[src/rtl/spi_daisy_seq.sv]
// Upstream sequencer for the SPI daisy chain: TX FIFO, one newd frame per byte, RX capture.
// Optional echo compare (err/err_cnt) is built when SPI_SEQ_ECHO_CHK_EN is defined.
module spi_daisy_seq #(
    parameter int unsigned DEPTH      = 4,
    parameter int unsigned NEWD_CLKS  = 8,
    parameter int unsigned FRAME_CLKS = 256
) (
    input  logic                   clk,
    input  logic                   rst,
    input  logic                   s_valid,
    input  logic [7:0]             s_data,
    output logic                   s_ready,
    output logic                   m_valid,
    output logic [7:0]             m_data,
    input  logic                   m_ready,
    output logic                   newd,
    output logic [7:0]             din,
    input  logic [7:0]             dout,
    output logic                   busy,
    output logic [$clog2(DEPTH):0] level
`ifdef SPI_SEQ_ECHO_CHK_EN
    ,
    output logic                   err,
    output logic [7:0]             err_cnt
`endif
);

    localparam int unsigned PTR_W = $clog2(DEPTH);
    localparam int unsigned LVL_W = PTR_W + 1;
    localparam int unsigned CNT_W = $clog2(FRAME_CLKS + 1);

    localparam logic [2:0] ST_GUARD  = 3'd0;
    localparam logic [2:0] ST_IDLE   = 3'd1;
    localparam logic [2:0] ST_ASSERT = 3'd2;
    localparam logic [2:0] ST_WAIT   = 3'd3;
    localparam logic [2:0] ST_RESP   = 3'd4;

    logic [2:0]       state_q, state_d;
    logic [CNT_W-1:0] cnt_q, cnt_d;
    logic             newd_q, newd_d;
    logic [7:0]       din_q, din_d;
    logic [7:0]       cap_q, cap_d;
    logic             m_valid_q, m_valid_d;
    logic [7:0]       m_data_q, m_data_d;
    logic [PTR_W-1:0] wr_ptr_q, wr_ptr_d;
    logic [PTR_W-1:0] rd_ptr_q, rd_ptr_d;
    logic [LVL_W-1:0] level_q, level_d;
    logic [7:0]       mem_q [DEPTH];
    logic             push_c;
    logic             pop_c;

`ifdef SPI_SEQ_ECHO_CHK_EN
    logic             err_q, err_d;
    logic [7:0]       err_cnt_q, err_cnt_d;
`endif

    assign s_ready = (level_q != LVL_W'(DEPTH));
    assign push_c  = s_valid && s_ready;

    // FIFO bookkeeping; pointers wrap naturally since DEPTH is a power of two
    assign level_d  = level_q + LVL_W'(push_c) - LVL_W'(pop_c);
    assign wr_ptr_d = wr_ptr_q + PTR_W'(push_c);
    assign rd_ptr_d = rd_ptr_q + PTR_W'(pop_c);

    always_ff @(posedge clk) begin
        if (push_c) begin
            mem_q[wr_ptr_q] <= s_data;
        end
    end

    // Frame sequencer next-state logic
    always_comb begin
        state_d   = state_q;
        cnt_d     = cnt_q;
        newd_d    = newd_q;
        din_d     = din_q;
        cap_d     = cap_q;
        m_valid_d = m_valid_q;
        m_data_d  = m_data_q;
        pop_c     = 1'b0;
`ifdef SPI_SEQ_ECHO_CHK_EN
        err_d     = 1'b0;
        err_cnt_d = err_cnt_q;
`endif
        case (state_q)
            ST_GUARD: begin
                // Let any frame cut short by reset drain out of the chain
                if (cnt_q == CNT_W'(FRAME_CLKS - 1)) begin
                    cnt_d   = '0;
                    state_d = ST_IDLE;
                end else begin
                    cnt_d = cnt_q + CNT_W'(1);
                end
            end
            ST_IDLE: begin
                if (level_q != '0) begin
                    pop_c   = 1'b1;
                    din_d   = mem_q[rd_ptr_q];
                    newd_d  = 1'b1;
                    cnt_d   = CNT_W'(1);
                    cap_d   = 8'h00;
                    state_d = ST_ASSERT;
                end
            end
            ST_ASSERT: begin
                cnt_d = cnt_q + CNT_W'(1);
                if (cnt_q == CNT_W'(NEWD_CLKS)) begin
                    newd_d  = 1'b0;
                    state_d = ST_WAIT;
                end
            end
            ST_WAIT: begin
                cnt_d = cnt_q + CNT_W'(1);
                if (dout != 8'h00) begin
                    cap_d = dout;
                end
                if (cnt_q == CNT_W'(FRAME_CLKS)) begin
                    cnt_d     = '0;
                    m_data_d  = cap_q;
                    m_valid_d = 1'b1;
                    state_d   = ST_RESP;
`ifdef SPI_SEQ_ECHO_CHK_EN
                    if (cap_q != din_q) begin
                        err_d = 1'b1;
                        if (err_cnt_q != 8'hFF) begin
                            err_cnt_d = err_cnt_q + 8'd1;
                        end
                    end
`endif
                end
            end
            ST_RESP: begin
                if (m_ready) begin
                    m_valid_d = 1'b0;
                    state_d   = ST_IDLE;
                end
            end
            default: begin
                state_d = ST_GUARD;
                cnt_d   = '0;
            end
        endcase
    end

    always_ff @(posedge clk or posedge rst) begin
        if (rst) begin
            state_q   <= ST_GUARD;
            cnt_q     <= '0;
            newd_q    <= 1'b0;
            din_q     <= 8'h00;
            cap_q     <= 8'h00;
            m_valid_q <= 1'b0;
            m_data_q  <= 8'h00;
            wr_ptr_q  <= '0;
            rd_ptr_q  <= '0;
            level_q   <= '0;
        end else begin
            state_q   <= state_d;
            cnt_q     <= cnt_d;
            newd_q    <= newd_d;
            din_q     <= din_d;
            cap_q     <= cap_d;
            m_valid_q <= m_valid_d;
            m_data_q  <= m_data_d;
            wr_ptr_q  <= wr_ptr_d;
            rd_ptr_q  <= rd_ptr_d;
            level_q   <= level_d;
        end
    end

`ifdef SPI_SEQ_ECHO_CHK_EN
    always_ff @(posedge clk or posedge rst) begin
        if (rst) begin
            err_q     <= 1'b0;
            err_cnt_q <= 8'h00;
        end else begin
            err_q     <= err_d;
            err_cnt_q <= err_cnt_d;
        end
    end

    assign err     = err_q;
    assign err_cnt = err_cnt_q;
`endif

    assign newd    = newd_q;
    assign din     = din_q;
    assign m_valid = m_valid_q;
    assign m_data  = m_data_q;
    assign level   = level_q;
    assign busy    = (state_q != ST_IDLE) || (level_q != '0);

endmodule

[config.mk]
export PLATFORM = sky130hd
export DESIGN_NAME = spi_daisy_seq
export DESIGN_NICKNAME = d
export VERILOG_FILES = /design/src/rtl/spi_daisy_seq.sv
export SDC_FILE = /design/constraint.sdc
export NUM_CORES = 1
export LEC_CHECK = 0
export CORE_ASPECT_RATIO = 1.25
export CORE_MARGIN = 8
export CORE_UTILIZATION = 35
export CTS_BUF_LIST = sky130_fd_sc_hd__clkbuf_4
export DETAILED_ROUTE_END_ITERATION = 12
export GPL_ROUTABILITY_DRIVEN = 0
export SLEW_MARGIN = 20
export SYNTH_ARGS = -nofsm -noshare
export SYNTH_HDL_FRONTEND = slang
export SYNTH_SLANG_ARGS = --single-unit
[constraint.sdc]
create_clock -name clk -period 2 [get_ports clk]
set_input_delay 0.3 -clock clk [delete_from_list [all_inputs] [get_ports clk]]
set_output_delay 0.3 -clock clk [all_outputs]
set_load 0.005 [all_outputs]
# Yosys cells after proc, flatten, opt, wreduce, memory -nomap -nowiden
# Memories as Yosys holds them, arrays and structs flattened. A register that Yosys moved wholly into a read port is not among the register bits.
# Index checks and enable logic that the tools add are counted.
word_totals:
  reg_bits: 37
  latch_bits: 0
  ram_bits: 32
  romBits: 0
  inputBits: 20
  output_inout_bits: 23
  wordCells: 69
  memories: 1
mem_list:
  columns: ["name", "words", "width", "read_ports", "rd_clocked_by_memory_dff", "write_ports", "line", "rtl"]
  rows:
  - ["mem_q", 4, 8, 1, 1, 1, "48", "logic [7:0] mem_q [DEPTH];"]
op_classes:
  n_addsub: 5
  n_mul: 0
  div_mod_pow: 0
  magnitude_cmp: 0
  eq_ne: 15
  shifts: 0
  mux: 23
  bitwise_logic: 1
  reduce_logical: 15
ops:
  columns: ["op", "n"]
  rows:
  - ["case mux 9 bit (5 select lines)", 1]
  - ["2-to-1 mux 9 bit", 3]
  - ["2-to-1 mux 8 bit", 2]
  - ["case mux 8 bit (2 select lines)", 1]
  - ["2-to-1 mux 3 bit", 5]
  - ["case mux 3 bit (5 select lines)", 1]
  - ["inequality test 2 bit (second input constant)", 6]
  - ["adder 9 x 1 -> 9 bit (second input constant)", 1]
  - ["== test 9 x 4 -> 1 bit (second input constant)", 1]
  - ["== test 9 x 8 -> 1 bit (second input constant)", 1]
  - ["== test 9 bit (second input constant)", 1]
  - ["AND reduction 3 bit", 3]
  - ["2-to-1 mux 1 bit", 8]
  - ["nonzero test 8 bit", 1]
  - ["== test 3 x 2 -> 1 bit (second input constant)", 2]
  - ["AND reduction 2 bit", 3]
  - ["nonzero test 2 bit", 3]
  - ["AND reduction 5 bit", 1]
  - ["adder 2 x 1 -> 2 bit", 2]
  - ["case mux 1 bit (2 select lines)", 2]
  - ["adder 3 x 1 -> 3 bit", 1]
  - ["== test 3 x 1 -> 1 bit (second input constant)", 1]
  - ["== test 3 bit (second input constant)", 1]
  - ["zero test 3 bit", 1]
  - ["7 further kinds", 7]

# Depth between registers and ports, before layout
logic_depth:
  depth_word: 4
  mapped_depth: 10
  mapped_depth_nobuf: 10

# Worst setup path after synthesis
# OpenSTA, ideal clock, no wires.
synth_timing:
  path_type: "reg-to-reg"
  from: "register state_q[1]"
  to: "register level_q[2], in the netlist level[2]"
  setup_ns: 0.127
  t_arrival_ns: 2.098
  t_required_ns: 1.873
  slack_ns: -0.225
  path_stages_with_launch: 10
  n_path_buf: 1
  period_less_slack_ns: 2.225
  cell_sequence: "dfrtp_1 clkbuf_1 nor3b_1 nand2b_1 xnor2_1 ha_1 inv_1 fa_1 xnor2_1 xnor2_1"
synth_between:
  elab_chain_len: 3
synth_lines:
  columns: ["item", "line", "rtl"]
  rows:
  - ["from (decl)", "38", "logic [2:0] state_q, state_d;"]
  - ["from (signal assigned)", "158", "state_q <= state_d;"]
  - ["== test 3 x 1 -> 1 bit", "85", "case (state_q)"]
  - ["2-to-1 mux 1 bit", "85", null]
  - ["subtractor 3 x 1 -> 3 bit", "61", "assign level_d = level_q + LVL_W'(push_c) - LVL_W'(pop_c);"]
  - ["via level_d[2]", "47", "logic [LVL_W-1:0] level_q, level_d;"]
  - ["to (signal assigned)", "167", "level_q <= level_d;"]
  - ["to (decl)", "47", null]
# The timed path passes the listed nets, and every way through them passes these cells.
# A chain may end at the register's enable or synchronous reset.

# Worst setup path after layout
layout_timing:
  from: "register state_q[2]"
  to: "register level_q[2], in the netlist level[2]"
# Same word-level chain as after synthesis.

==> out/qor.csv <==
metric;value;unit
area_growth;31.59;%
leakage;1.818;nW
timing.final.crit_period;1970;ps
tightest_slew;426.5;ps
clkTransAtPathRegs;140;ps
total_power;3.523;mW
ys_types;47;
seq_area;0.002087;sq mm
start_util;0.3618;
clock_path_buffers;2;
cts_sinks;77;
switching_share;0.2593;
outcome;finished clean;
powerDensity;806.4;mW/mm^2
die_area;0.01288;sq mm
wl;6991;microns
p_sw;0.9134;mW
p_comb_frac;0.177;
utilization;0.4761;
n_fill_cell;843;
synth.net_count;264;
ff2ff_path_depth;9;
hold_buffers;0;
ff2ff_setup_slack;30;ps
criticalPathCategory;reg2reg;
syn_area;0.003319;sq mm
yosys_warnings;0;
route.antenna.remaining_nets;0;
synthFlopType;dfrtp_1;
ys_async_sr_fraction;0.5844;
fmax;507.5;MHz
grt_pass1_wl;11450;microns
root_buffer;clkbuf_4;
fp-row-count;39;
grt_usage;0.1165;
synth-edff-count;32;
relSlewSlack;0.7157;
htree_num_levels;3;
wire_per_inst;15.82;microns
drc_errors;0;
core;0.009174;sq mm
cp-start-kind;register;
p_seq_frac;0.547;
viasPerCell;4.975;
drtIter0Drc;49;
drive_gt1_frac;0.2884;
drtPass1Iterations;4;
syn_inst;237;
grt_max_degree;46;
timing.final.crit_share;0.9852;
cts_tree;done;
io_buffers;42;
pwr-share-clk;0.276;
maxSlewViolCount;0;
multi_input_area;0.001254;sq mm
nets;341;
die_x;103.1;microns
required;2320;ps
grt_pass1_vias;2313;
cp-startpoint;state_q[2];
die_h;124.9;microns
io_pins;43;
clock_latency;430;ps
overflow;0;
numCtsBuffers;9;
r2r_end;level[2];
final_hold_viol_count;0;
yosysSeqAreaShare;0.6287;
hp-class;in2async;
r2r-start;state_q[2];
grt_antenna_before_repair;0;
antenna_cells;0;
finalClockSkew;25.32;ps
p_int;2.609;mW
maxCapViolCount;0;
crit_path_max_fanout;2;
ir_drop;0.5300;mV
dpl.hpwl;4781;microns
arrival;2290;ps
setup_viol;0;
ys_ff_latch;77;
rsz0062_at_grt;true;
vias;2199;
avgSynthCellArea;14.01;sq um
cp-end-kind;register;
## final cells by class
class,instances,area share
flip-flops and latches,77,0.4778
multi-input cells,141,0.2870
repair buffers,74,0.1575
well taps,123,0.03523
clock buffers,11,0.01891
clock inverters,5,0.01404
inverters,11,0.009453
## cell usage after synthesis (3+ instances only)
| master | instances | share of area |
|---|---|---|
| a21oi_1 | 4 | 0.0060 |
| a22o_1 | 10 | 0.026 |
| and2_1 | 3 | 0.0057 |
| buf_2 | 3 | 0.0045 |
| clkbuf_1 | 4 | 0.0045 |
| dfrtp_1 | 45 | 0.34 |
| edfxtp_1 | 32 | 0.29 |
| ha_1 | 6 | 0.023 |
| inv_1 | 10 | 0.011 |
| mux2_2 | 16 | 0.054 |
| mux4_2 | 8 | 0.054 |
| nand2_1 | 22 | 0.025 |
| nand3_1 | 5 | 0.0075 |
| nor2_1 | 12 | 0.014 |
| nor4_1 | 3 | 0.0057 |
| o211ai_1 | 4 | 0.0090 |
| o21ai_0 | 4 | 0.0060 |
| o221ai_1 | 3 | 0.0079 |
| xnor2_1 | 5 | 0.013 |
## metal layers
| metal | up-vias | GRT usage | share of wire | wire [microns] |
|---|---|---|---|---|
| met5 | - | 0 | 0 | 0 |
| met4 | 0 | 0.05892 | 0.022 | 151 |
| met3 | 13 | 0.03020 | 0.045 | 313 |
| met2 | 44 | 0.1938 | 0.51 | 3565 |
| met1 | 1106 | 0.1326 | 0.42 | 2959 |
| li1 | 1036 | - | - | - |
## worst max-delay path, cell delays in order, from the launching register on
cell      delay [ps]
dfrtp_1          430
nor3b_4          240
buf_6            140
nand2b_4          60
xnor2_2          150
ha_2             190
inv_2             40
fa_2             350
xnor2_2          150
xnor2_1          120
## through the flow
step	setup WS, ps	setup TNS (ps)	cells	area [sq um]	hold slack (ps)
after global routing	-49.20	-183.7	442	4368	236.6
after floorplan	1.413	0	237	3344	398.9
after CTS	13.64	0	440	4280	213.6
after detailed placement	-110.8	-110.8	421	4115	485.3
after global placement	-62.38	-62.38	421	4115	476.2
final	29.64	0	442	4368	209.1
## registers in the layout, indices dropped and copies added, names as in the netlist
register	flops
newd	1
cnt_q	9
din	8
cap_q	8
mem_q	32
level	3
state_q	3
rd_ptr_q	2
wr_ptr_q	2
m_data	8
m_valid	1
## kinds of logic (layout without fill, tap and decap cells)
group / Yosys count / after routing / synth area share
flip-flops: 77 / 77 / 0.6287
AND/OR/NAND/NOR: 65 / 66 / 0.1067
AO/OA/AOI/OAI: 37 / 37 / 0.08481
multiplexers: 25 / 25 / 0.1116
buffers and inverters: 20 / 101 / 0.02375
adder cells (fa/ha/maj): 7 / 7 / 0.02865
XOR/XNOR: 6 / 6 / 0.01583
## placed cells by master, fill, tap and decap left out, drive strengths merged, types with 2 or more instances in the layout
cell           count
o2111ai            2
clkbuf            11
and2               3
or3                2
nand4b             2
buf               32
nand3              5
nor2b              2
inv               13
edfxtp            32
o21ai              4
o221ai             3
nand2             22
dfrtp             45
mux4               8
and3               2
ha                 6
nor4               3
xnor2              5
a22o              10
nand2b             2
nor3               2
o21a               2
mux2              16
nor2              12
nor3b              3
a21oi              4
clkdlybuf4s50     41
o211ai             4
o31ai              2
## how the worst max path moves through the flow
stage | endpoint | depth (start not counted)
6_report | level[2] | 9
5_1_grt | level[2] | 9
4_1_cts | cnt_q[2] | 10
3_5_place_dp | level[2] | 8
3_3_place_gp | level[2] | 8
2_1_floorplan | mem_q[0][0] | 3
## power groups by stage
| stage | clock network, mW | logic [mW] | registers (mW) |
|---|---|---|---|
| after global routing | 1.07 | 0.679 | 1.95 |
| after CTS | 1.01 | 0.606 | 1.93 |
| after detailed placement | 0 | 0.566 | 1.97 |
| final | 0.974 | 0.622 | 1.93 |
| after global placement | 0 | 0.558 | 1.96 |
| after floorplan | 0 | 0.251 | 1.96 |
## what timing repair did
action / 4_1_cts / 5_1_grt
setup buffers: 3 / 1
gates resized for setup: 1 / 15
endpoints found under the setup margin: 1 / 15
endpoints found under the hold margin: 0 / 0
cloned: 0 / 1
pin swaps: 1 / 7
No activity file was read; power rests on OpenSTA's default activity.
